<file path="src/rtl/dac_sine_sequencer.sv">
// dac_sine_sequencer: sample-tick divider, phase accumulator and quarter-wave ROM
// addressing with quadrant mirroring, amplitude scaling and DAC strobe generation.
//
// state    | meaning
// ---------+---------------------------------------------------------------
// IDLE     | no ticks, config loads straight into the active registers
// RUN      | ticking; config offers go to the staging register
// STOPPING | ticking until the wrap tick, whose sample is the last one
// PARK     | one cycle: drive midscale with a strobe, clear phase and busy
module dac_sine_sequencer #(
    parameter int DATA_W  = 8,
    parameter int PHASE_W = 16,
    parameter int LUT_AW  = 6,
    parameter int CLK_DIV = 4
) (
    input  logic               clk,
    input  logic               rst,
    input  logic               start,
    input  logic               stop,
    input  logic               cfg_valid,
    output logic               cfg_ready,
    input  logic [PHASE_W-1:0] freq_word,
    input  logic [DATA_W-1:0]  amp,
    output logic [LUT_AW-1:0]  rom_addr,
    input  logic [DATA_W-2:0]  rom_data,
    output logic [DATA_W-1:0]  dac_data,
    output logic               dac_strobe,
    output logic               busy
);

    localparam int DIV_W = (CLK_DIV > 2) ? $clog2(CLK_DIV) : 1;
    localparam int PROD_W = 2 * DATA_W - 1;
    localparam logic [DATA_W-1:0] MID = {1'b1, {(DATA_W-1){1'b0}}};

    typedef enum logic [1:0] {
        S_IDLE     = 2'd0,
        S_RUN      = 2'd1,
        S_STOPPING = 2'd2,
        S_PARK     = 2'd3
    } state_t;

    state_t              state_q, state_d;
    logic [PHASE_W-1:0]  phase_q, phase_d;
    logic [PHASE_W-1:0]  freq_act_q, freq_act_d;
    logic [DATA_W-1:0]   amp_act_q, amp_act_d;
    logic [PHASE_W-1:0]  stg_freq_q, stg_freq_d;
    logic [DATA_W-1:0]   stg_amp_q, stg_amp_d;
    logic                staged_q, staged_d;
    logic [DIV_W-1:0]    div_q, div_d;
    logic [LUT_AW-1:0]   rom_addr_q, rom_addr_d;
    logic                sign_q, sign_d;
    logic [DATA_W-1:0]   amp_s_q, amp_s_d;
    logic                last_q, last_d;
    logic                v1_q, v1_d;
    logic                v2_q, v2_d;
    logic [DATA_W-1:0]   dac_data_q, dac_data_d;
    logic                strobe_q, strobe_d;
    logic                busy_q, busy_d;

    logic                running;
    logic                tick;
    logic [PHASE_W:0]    sum_w;
    logic                wrap_eff;
    logic [LUT_AW-1:0]   idx_w;
    logic                cfg_fire;
    logic                cfg_direct;
    logic [PROD_W-1:0]   prod_w;
    logic [DATA_W-2:0]   mag_w;

    assign running    = (state_q == S_RUN) || (state_q == S_STOPPING);
    assign tick       = running && (div_q == '0);
    assign sum_w      = {1'b0, phase_q} + {1'b0, freq_act_q};
    // A zero increment never carries, so every tick counts as a period boundary.
    assign wrap_eff   = sum_w[PHASE_W] || (freq_act_q == '0);
    assign idx_w      = phase_q[PHASE_W-3 -: LUT_AW];
    assign cfg_ready  = ~staged_q;
    assign cfg_fire   = cfg_valid && cfg_ready;
    assign cfg_direct = (state_q == S_IDLE) || (state_q == S_PARK);
    assign prod_w     = PROD_W'(rom_data) * PROD_W'(amp_s_q);
    assign mag_w      = (DATA_W-1)'(prod_w >> DATA_W);

    // Next-state logic of the run/stop sequencer.
    always_comb begin
        state_d = state_q;
        case (state_q)
            S_IDLE:     if (start && !stop) state_d = S_RUN;
            S_RUN:      if (stop) state_d = S_STOPPING;
            S_STOPPING: if (v2_q && last_q) state_d = S_PARK;
            S_PARK:     state_d = S_IDLE;
            default:    state_d = S_IDLE;
        endcase
    end

    // Divider, phase accumulator, config staging and the two-stage sample pipeline.
    always_comb begin
        phase_d    = phase_q;
        freq_act_d = freq_act_q;
        amp_act_d  = amp_act_q;
        stg_freq_d = stg_freq_q;
        stg_amp_d  = stg_amp_q;
        staged_d   = staged_q;
        div_d      = div_q;
        rom_addr_d = rom_addr_q;
        sign_d     = sign_q;
        amp_s_d    = amp_s_q;
        last_d     = last_q;
        v1_d       = tick;
        v2_d       = v1_q;
        dac_data_d = dac_data_q;
        strobe_d   = 1'b0;
        busy_d     = busy_q;

        if (state_q == S_IDLE && state_d == S_RUN) begin
            div_d  = '0;
            busy_d = 1'b1;
        end else if (tick) begin
            div_d = DIV_W'(CLK_DIV - 1);
        end else if (running) begin
            div_d = div_q - DIV_W'(1);
        end

        if (cfg_fire) begin
            if (cfg_direct) begin
                freq_act_d = freq_word;
                amp_act_d  = amp;
            end else begin
                stg_freq_d = freq_word;
                stg_amp_d  = amp;
                staged_d   = 1'b1;
            end
        end

        // The sample's amplitude is captured at its tick so a config swap on the
        // wrap tick cannot alter the wrap sample itself.
        if (tick) begin
            rom_addr_d = phase_q[PHASE_W-2] ? ~idx_w : idx_w;
            sign_d     = phase_q[PHASE_W-1];
            amp_s_d    = amp_act_q;
            phase_d    = sum_w[PHASE_W-1:0];
            last_d     = (state_q == S_STOPPING) && wrap_eff;
            if (wrap_eff && staged_q) begin
                freq_act_d = stg_freq_q;
                amp_act_d  = stg_amp_q;
                staged_d   = 1'b0;
            end
        end

        if (v2_q) begin
            dac_data_d = sign_q ? (MID - {1'b0, mag_w}) : (MID + {1'b0, mag_w});
            strobe_d   = 1'b1;
        end

        if (state_q == S_PARK) begin
            dac_data_d = MID;
            strobe_d   = 1'b1;
            busy_d     = 1'b0;
            phase_d    = '0;
            last_d     = 1'b0;
        end
    end

    // State and datapath registers with synchronous reset.
    always_ff @(posedge clk) begin
        if (rst) begin
            state_q    <= S_IDLE;
            phase_q    <= '0;
            freq_act_q <= '0;
            amp_act_q  <= '0;
            stg_freq_q <= '0;
            stg_amp_q  <= '0;
            staged_q   <= 1'b0;
            div_q      <= '0;
            rom_addr_q <= '0;
            sign_q     <= 1'b0;
            amp_s_q    <= '0;
            last_q     <= 1'b0;
            v1_q       <= 1'b0;
            v2_q       <= 1'b0;
            dac_data_q <= MID;
            strobe_q   <= 1'b0;
            busy_q     <= 1'b0;
        end else begin
            state_q    <= state_d;
            phase_q    <= phase_d;
            freq_act_q <= freq_act_d;
            amp_act_q  <= amp_act_d;
            stg_freq_q <= stg_freq_d;
            stg_amp_q  <= stg_amp_d;
            staged_q   <= staged_d;
            div_q      <= div_d;
            rom_addr_q <= rom_addr_d;
            sign_q     <= sign_d;
            amp_s_q    <= amp_s_d;
            last_q     <= last_d;
            v1_q       <= v1_d;
            v2_q       <= v2_d;
            dac_data_q <= dac_data_d;
            strobe_q   <= strobe_d;
            busy_q     <= busy_d;
        end
    end

    assign rom_addr   = rom_addr_q;
    assign dac_data   = dac_data_q;
    assign dac_strobe = strobe_q;
    assign busy       = busy_q;

endmodule

</file>
<file path="config.mk">
export PLATFORM = sky130hd
export DESIGN_NAME = dac_sine_sequencer
export DESIGN_NICKNAME = d
export VERILOG_FILES = /design/src/rtl/dac_sine_sequencer.sv
export SDC_FILE = /design/constraint.sdc
export NUM_CORES = 1
export LEC_CHECK = 0
export CORE_MARGIN = 2
export CORE_UTILIZATION = 45
export DETAILED_ROUTE_END_ITERATION = 16
export GPL_ROUTABILITY_DRIVEN = 0
export SYNTH_ARGS = -nofsm -noshare
export SYNTH_HDL_FRONTEND = slang
export SYNTH_SLANG_ARGS = --single-unit
</file>
<file path="constraint.sdc">
create_clock -name clk -period 12.25 [get_ports clk]
set_clock_uncertainty 0.1 [all_clocks]
set_input_delay 1.225 -clock clk [delete_from_list [all_inputs] [get_ports clk]]
set_output_delay 1.225 -clock clk [all_outputs]
set_load 0.01 [all_outputs]
</file>
==> key figures, run 1 <==
Yosys
  – Post-Synthesis Net Count: around 860
  – Yosys Warn Count: 0
  – Top cells by area, synth: dfxtp_1 (31%), ha_1 (11%), fa_1 (9.3%)
  – Post-synthesis cell count: approximately 740
  – Synth Register Bits: 97
  – Post-synth EDFFs: 0
  – Register area share after synthesis: 31.1%
  – Netlist cell types: 52
  – Top cell type's share of synthesized area: 31.1%
  – Most used DFF post-synth: dfxtp_1
  – Mapped Area: 0.00625 mm^2
  – Fraction of registers with async set/reset: 0%
  – Mapped Avg Cell Area: about 8.5 um^2
  – Largest area contributor in the netlist: dfxtp_1

Placement
  – DPL Wire Length: between 10 and 15 mm
  – I/O Buffers: 52

Worst setup path
  – CP startpoint: rom_data[3]
  – Worst Path Buf+Inv: 5
  – Max FO, Critical Path: 8
  – Levels on crit path: 20
  – Worst r2r dst: dac_data[5]
  – CP Class: primary input to register
  – Slowest CP cell: fa_1
  – CP max stage delay: approximately 0.53 ns
  – Crit path DAT: about 6.3 ns
  – CP Capture Point: dac_data[5]
  – Crit path max-delay family: adder cells
  – Crit start category: primary input
  – Crit path cell chain: clkdlybuf4s50_1 > and2_1 > fa_1 > inv_1 > fa_1 > inv_1 > fa_1 > inv_1 > fa_1 > inv_1 > ha_1 > and3_1 > a21oi_1 > o211ai_2 > o31a_1 > xor2_1 > nor3b_1 > o32ai_1 > mux2i_1 > a21oi_1
  – R2r setup slk: 7.06 ns
  – Worst Path Required: 12.36 ns
  – R2R depth: 19
  – Worst setup EP type: register
  – R2R Path Start: amp_s_q[3]

Clock network
  – Num Clock Sinks: 97
  – TritonCTS clock tree: done
  – Post-CTS Resized: 0
  – Clock latency on the worst-skew pair: 0.35 ns
  – CTS Buf Count: 9
  – H-tree level count: 3
  – Total setup buffers inserted after CTS: 0
  – Master cell of the clock root buffer: clkbuf_16
  – Clk buf depth: 2
  – Clk pin slew, worst setup/hold paths: 0.06 ns
  – # hold bufs at CTS: 0

STA
  – Worst Tran Pin Value: 1.09 ns
  – Rel. slew slack: 27.3%
  – Unrepaired setup endpoints after global routing: false
  – Slew Viols, Final: 0
  – Period utilization: 50.7%
  – Worst Hold Margin: 0.336 ns
  – Total negative slack: 0 ns
  – Fin. Hold Viols: 0
  – Crit path time final: 6.21 ns
  – Setup Viol. Count Final: 0
  – Fmax: 161 MHz

Final layout
  – P&R area growth vs syn: 14.8%
  – Layout cells sized above 1: 3.49%
  – Nets: between 800 and 900
  – Antenna diodes: 0

Die
  – Starting density of the core: a little under half
  – Core Area: 0.0137 mm^2
  – Die width: 122 um
  – Chip height: 122 um
  – Row Count: 43
  – Total Die Area: 0.0148 mm^2
  – # IOs: 53

Run status
  – Status: complete, no violations

Route
  – DRC viols: 0
  – DRT Wirelength: between 10 and 15 mm
  – Wirelength per Cell: 14.6 um
  – Post-DR vias/cell: 5.34
  – Routed via count: around 5,100
  – 1st-pass router iterations: 6
  – Antenna Violating Nets Remaining: 0
  – 1st-iter DRT viols: 221

Global routing
  – Total gr overflow: 0
  – GRT Total Usage: 19.7%
  – Pin count of the biggest net entering global routing: 72
  – Vias in the first global route: 4,913
  – Initial antenna violation count: 0
  – First-pass GRT wire length: 23.3 mm

Power
  – Leak Pwr: between 3 and 4 nW
  – Worst vdd ir: 0.0000588 V
  – Power per cell area: 114 mW/mm^2

Worst hold path
  – Hold WC Path Type: register to register

Flow run
  – MaxCap Viol Count: 0
==> state kept, by name, summed over array words and instances (netlist names) <==
| signal | flops |
|---|---|
| state_q | 2 |
| stg_freq_q | 16 |
| v2_q | 1 |
| dac_data | 8 |
| phase_q | 16 |
| last_q | 1 |
| dac_strobe | 1 |
| div_q | 2 |
| busy | 1 |
| amp_act_q | 8 |
| freq_act_q | 16 |
| sign_q | 1 |
| staged_q | 1 |
| stg_amp_q | 8 |
| rom_addr | 6 |
| amp_s_q | 8 |
| v1_q | 1 |
==> synth_stat cells (4+ instances only) <==
cell type	count
nand2_1	114
dfxtp_1	97
a21oi_1	70
nor2_1	60
ha_1	53
inv_1	39
a211oi_1	37
and2_1	37
clkbuf_1	30
fa_1	29
mux2i_1	28
xnor2_1	22
o21ai_0	14
nand3_1	10
nand2b_1	9
nor3_1	9
nor2b_1	8
a21o_1	7
buf_2	5
nor4_1	5
xor2_1	5
a31oi_1	4
and3_1	4
==> routing by layer <==
layer	wire length [um]	track usage, %	up-vias	share of wire [%]
li1	-	-	2587	-
met1	6540	25.6	2417	47
met2	6740	33.0	71	48
met3	447	3.70	14	3.2
met4	193	6.32	0	1.4
met5	0	0	-	0
==> where the power goes <==
group	total (mW)	switching (mW)	internal, mW	leakage (nW)
combinational	0.182	0.102	0.0800	2.17
sequential	0.363	0.0214	0.342	0.790
clock	0.276	0.120	0.156	0.133
total	0.821	0.243	0.577	3.10
==> how the worst min path moves through the flow <==
stage / from / to / slack [ns] / cells past startpoint
floorplan: v1_q / v2_q / 0.31 / 1
global placement: v1_q / v2_q / 0.32 / 1
detailed placement: v1_q / v2_q / 0.32 / 1
CTS: v1_q / v2_q / 0.34 / 1
global route: amp_act_q[4] / amp_s_q[4] / 0.37 / 2
finish: v1_q / v2_q / 0.34 / 1
==> area by class of cell <==
type	instances	area (um^2)
repair buffers	58	561
inverters	39	146
clock inverters	5	58.8
clock buffers	9	225
flip-flops and latches	97	1940
fillers	1337	6550
well taps	180	225
multi-input cells	565	4010
==> layout by cell type (no fill, tap or decap), types with 2 or more instances in the layout <==
cell type,count
mux2i_1,28
clkbuf_16,9
nor3_1,9
o21ai_0,14
nand2b_1,9
a21oi_1,70
clkinvlp_4,2
nand3_1,10
ha_1,53
or3_1,3
nor2b_1,8
a311oi_1,2
o21ai_1,2
nor4_1,5
nor2_1,60
xnor2_1,22
and2_1,37
o211ai_1,3
buf_4,6
a211oi_1,37
nand3b_1,3
clkdlybuf4s50_1,51
dfxtp_1,97
fa_1,29
and3_1,4
xor2_1,5
a21o_1,7
or4_1,2
inv_1,39
a31oi_1,4
o21a_1,3
nand2_1,114
and4_1,2
==> worst reg2reg max path: cells and delay by family, from the launching register on <==
| kind | cells | cell delay [ns] |
|---|---|---|
| and+or+nand+nor | 3 | 0.51 |
| DFF | 1 | 0.40 |
| muxes | 1 | 0.22 |
| xor gates and xnor gates | 1 | 0.37 |
| adders and majority gates | 5 | 2.26 |
| AOI/OAI and AO/OA | 5 | 1.00 |
| buffers and inverters | 4 | 0.19 |
==> logic make-up after synthesis <==
kind of cell / share of synthesized area (%)
flops: 31.1
mux: 4.49
fa+ha+maj: 19.9
xor+xnor: 3.79
simple gates: 20.2
compound gates: 15.8
buf+inv: 4.75
==> through the flow <==
| stage | power (mW) | util, % | setup slack (ns) | instances | cell area, um^2 |
|---|---|---|---|---|---|
| floorplan | 0.492 | - | 6.56 | 739 | 6250 |
| global placement | 0.548 | 50.2 | 5.81 | 939 | 6890 |
| detailed placement | 0.553 | 50.2 | 5.72 | 939 | 6890 |
| CTS | 0.831 | 52.3 | 6.08 | 953 | 7170 |
| global route | 0.866 | 52.3 | 5.74 | 953 | 7170 |
| finish | 0.821 | 52.3 | 6.04 | 953 | 7170 |
(Power assumes the default switching activity.)
==> run 2: changes to the inputs <==
--- a/config.mk
+++ b/config.mk
@@ -9,6 +9,7 @@
 export CORE_UTILIZATION = 45
 export DETAILED_ROUTE_END_ITERATION = 16
 export GPL_ROUTABILITY_DRIVEN = 0
+export PLACE_DENSITY = 0.67
 export SYNTH_ARGS = -nofsm -noshare
 export SYNTH_HDL_FRONTEND = slang
 export SYNTH_SLANG_ARGS = --single-unit
==> constraint.sdc (replaced) <==
create_clock -name clk -period 5.7 [get_ports clk]
set_clock_uncertainty 0.1 [all_clocks]
set_input_delay 0.57 -clock clk [delete_from_list [all_inputs] [get_ports clk]]
set_output_delay 0.57 -clock clk [all_outputs]
set_load 0.01 [all_outputs]
==> run 2 against run 1 <==
Against the previous run: sequential power up 110%; total power is 130% higher; register-to-register slack worse by 6.5 ns; largest power group unchanged.
==> key figures, run 2 (synthesis gave the netlist of run 1 again) <==
Worst setup path
  – Crit path cell chain: clkdlybuf4s50_1 > and2_1 > fa_1 > inv_1 > fa_1 > inv_1 > fa_1 > inv_1 > fa_1 > inv_1 > ha_1 > and3_1 > a21oi_1 > o211ai_2 > o31a_1 > xor2_2 > o311a_1 > o32ai_2 > mux2i_1 > a21oi_1 (was clkdlybuf4s50_1 > and2_1 > fa_1 > inv_1 > fa_1 > inv_1 > fa_1 > inv_1 > fa_1 > inv_1 > ha_1 > and3_1 > a21oi_1 > o211ai_2 > o31a_1 > xor2_1 > nor3b_1 > o32ai_1 > mux2i_1 > a21oi_1)
  – CP Class: primary input to register (unchanged)
  – Worst Path Required: 5.82 ns (was 12.36 ns)
  – Worst setup EP type: register (unchanged)
  – R2r setup slk: 0.58 ns (was 7.06 ns)
  – Slowest CP cell: fa_1 (unchanged)
  – Crit path DAT: 5.58 ns (was 6.32 ns)
  – Crit start category: primary input (unchanged)
  – Max FO, Critical Path: 6 (was 8)
  – CP max stage delay: 0.55 ns (was 0.53 ns)

Die
  – # IOs: 53 (unchanged)
  – Chip height: 122 um (unchanged)
  – Die width: 122 um (unchanged)
  – Total Die Area: 0.0148 mm^2 (unchanged)
  – Starting density of the core: 45.5% (unchanged)
  – Core Area: 0.0137 mm^2 (unchanged)
  – Row Count: 43 (unchanged)

Clock network
  – Clk buf depth: 2 (unchanged)
  – H-tree level count: 3 (unchanged)
  – Clock latency on the worst-skew pair: 0.35 ns (about the same)
  – Clk pin slew, worst setup/hold paths: 0.07 ns (was 0.06 ns)
  – CTS Buf Count: 9 (unchanged)
  – Master cell of the clock root buffer: clkbuf_16 (unchanged)
  – Num Clock Sinks: 97 (unchanged)
  – TritonCTS clock tree: done (unchanged)

Global routing
  – Vias in the first global route: 5,074 (was 4,913)
  – Total gr overflow: 0 (unchanged)
  – Initial antenna violation count: 0 (unchanged)
  – GRT Total Usage: 19.6% (was 19.7%)
  – Pin count of the biggest net entering global routing: 72 (unchanged)
  – First-pass GRT wire length: 23.5 mm (was 23.3 mm)

Final layout
  – Layout cells sized above 1: 4.85% (was 3.49%)
  – P&R area growth vs syn: 17.1% (was 14.8%)
  – Post-Layout Cell Count: 963 (was 953)
  – Biggest regs: freq_act_q x16, phase_q x16, stg_freq_q x16 (unchanged)
  – Nets: 897 (was 888)
  – Antenna diodes: 0 (unchanged)
  – Fin area: 0.00731 mm^2 (was 0.00717 mm^2)
  – Most common cell after layout, fill and taps aside: nand2_1 (unchanged)
  – Commonest cells after routing, fill and taps aside: nand2_1 (114), dfxtp_1 (97), a21oi_1 (70) (unchanged)

Placement
  – DPL Wire Length: 10.1 mm (was 10.3 mm)
  – I/O Buffers: 52 (unchanged)
  – DP Cell Count: 947 (was 939)
  – Placed cell areas: 0.00695 mm^2 (was 0.00689 mm^2)
  – Pre-CTS WS: -0.143 ns (was 5.72 ns)

Route
  – 1st-pass router iterations: 4 (was 6)
  – Wire length on met2: 6.78 mm (was 6.74 mm)
  – Post-DR vias/cell: 5.34 (about the same)
  – Routed via count: 5,143 (was 5,089)
  – DRT Wirelength: 13.8 mm (was 13.9 mm)
  – 1st-iter DRT viols: 294 (was 221)
  – Highest routed layer: met4 (unchanged)
  – DRT met1 WL: 6.34 mm (was 6.54 mm)
  – Met3 wire len: 508 um (was 447 um)
  – Wirelength per Cell: 14.3 um (was 14.6 um)
  – DRC viols: 0 (unchanged)
  – Antenna Violating Nets Remaining: 0 (unchanged)

STA
  – Worst Tran Pin Value: 1.02 ns (was 1.09 ns)
  – Fmax: roughly 180 MHz
  – Unrepaired setup endpoints after global routing: false (unchanged)
  – Fin. Hold Viols: 0 (unchanged)
  – Crit path time final: 5.46 ns
  – Period utilization: 95.9%
  – Setup Viol. Count Final: 0 (unchanged)
  – Slew Viols, Final: 0 (unchanged)
  – Rel. slew slack: 32.0% (was 27.3%)
  – Setup ws final: 0.235 ns (was 6.04 ns)

Flow run
  – MaxCap Viol Count: 0 (unchanged)

Power
  – Power per cell area: 255 mW/mm^2 (was 114 mW/mm^2)
  – Total Power: 1.86 mW (was 0.821 mW)
  – Worst vdd ir: 0.000162 V (was 0.0000588 V)
  – Sw power: 0.526 mW (was 0.243 mW)
  – Sw Ratio: 28.2% (was 29.7%)
  – Leak Pwr: 3.18 nW (was 3.10 nW)
  – Flop pwr share: 41.9% (was 44.2%)
  – Clk pwr share: 36.8% (was 33.6%)
  – Gate power share: 21.3% (was 22.2%)
  – Cell internal pwr: 1.34 mW (was 0.577 mW)

Run status
  – Status: complete, no violations (unchanged)

Worst hold path
  – Hold WC Path Type: register to register (unchanged)
[run 2: cell count changes in the layout (fill, tap and decap cells not counted), sizes merged]
cell           change
buf                +9
bufinv             +2
dlymetal6s2s       +1
clkinv             -2
clkdlybuf4s50      -1
clkbuf             +1
[run 2: metal layers]
metal,global-route usage [%],up-vias
met2,33.5,80
met4,5.46,0
li1,-,2619
met5,0,-
met3,4.68,18
met1,24.8,2426
[run 2: per-stage QoR]
step                hold slack, ns  setup TNS (ns)  utilization [%]
global placement             0.319               0             50.6
finish                       0.349               0             53.3
global route                 0.368               0             53.3
CTS                          0.351               0             53.1
floorplan                    0.314               0                -
detailed placement           0.329          -0.300             50.6
[run 2: power groups by stage]
stage | clock network, mW | logic [mW] | registers, mW
4_1_cts | 0.701 | 0.397 | 0.780
2_1_floorplan | 0 | 0.274 | 0.783
6_report | 0.685 | 0.397 | 0.780
3_3_place_gp | 0 | 0.382 | 0.793
3_5_place_dp | 0 | 0.395 | 0.795
5_1_grt | 0.729 | 0.445 | 0.787
[run 2: critical path, delay by kind of cell]
| kind | cells | cell delay [ns] |
|---|---|---|
| AO/OA/AOI/OAI | 6 | 1.19 |
| adder cells (fa/ha/maj) | 5 | 2.30 |
| AND/OR/NAND/NOR | 2 | 0.41 |
| XOR/XNOR | 1 | 0.18 |
| multiplexers | 1 | 0.21 |
| buffers and inverters | 5 | 0.71 |
[run 2: layout make-up]
cell class,count,area (um^2)
repair buffers,67,631
well taps,180,225
multi-input cells,565,4030
inverters,39,146
flip-flops and latches,97,1940
fillers,1250,6410
clock inverters,5,105
clock buffers,10,229
[run 2: final timing paths]
path	endpoint	depth (start not counted)	startpoint
max	dac_data[5]	20	rom_data[3]
min	v2_q	1	v1_q
max reg2reg	dac_data[5]	19	amp_s_q[3]
min reg2reg	v2_q	1	v1_q
[run 2: repair_timing]
item / in CTS / in global routing
hold buffers: 0 / 0
endpoints found under the setup margin: 0 / 2
setup buffers: 0 / 1
gates resized for setup: 0 / 5
==> run 3: changes to the inputs <==
--- a/config.mk
+++ b/config.mk
@@ -5,6 +5,7 @@
 export SDC_FILE = /design/constraint.sdc
 export NUM_CORES = 1
 export LEC_CHECK = 0
+export ABC_CLOCK_PERIOD_IN_PS = 5700
 export CORE_MARGIN = 2
 export CORE_UTILIZATION = 45
 export DETAILED_ROUTE_END_ITERATION = 16
==> results of run 3 <==
The final DEF is identical to that of run 2; final timing and power are the same.
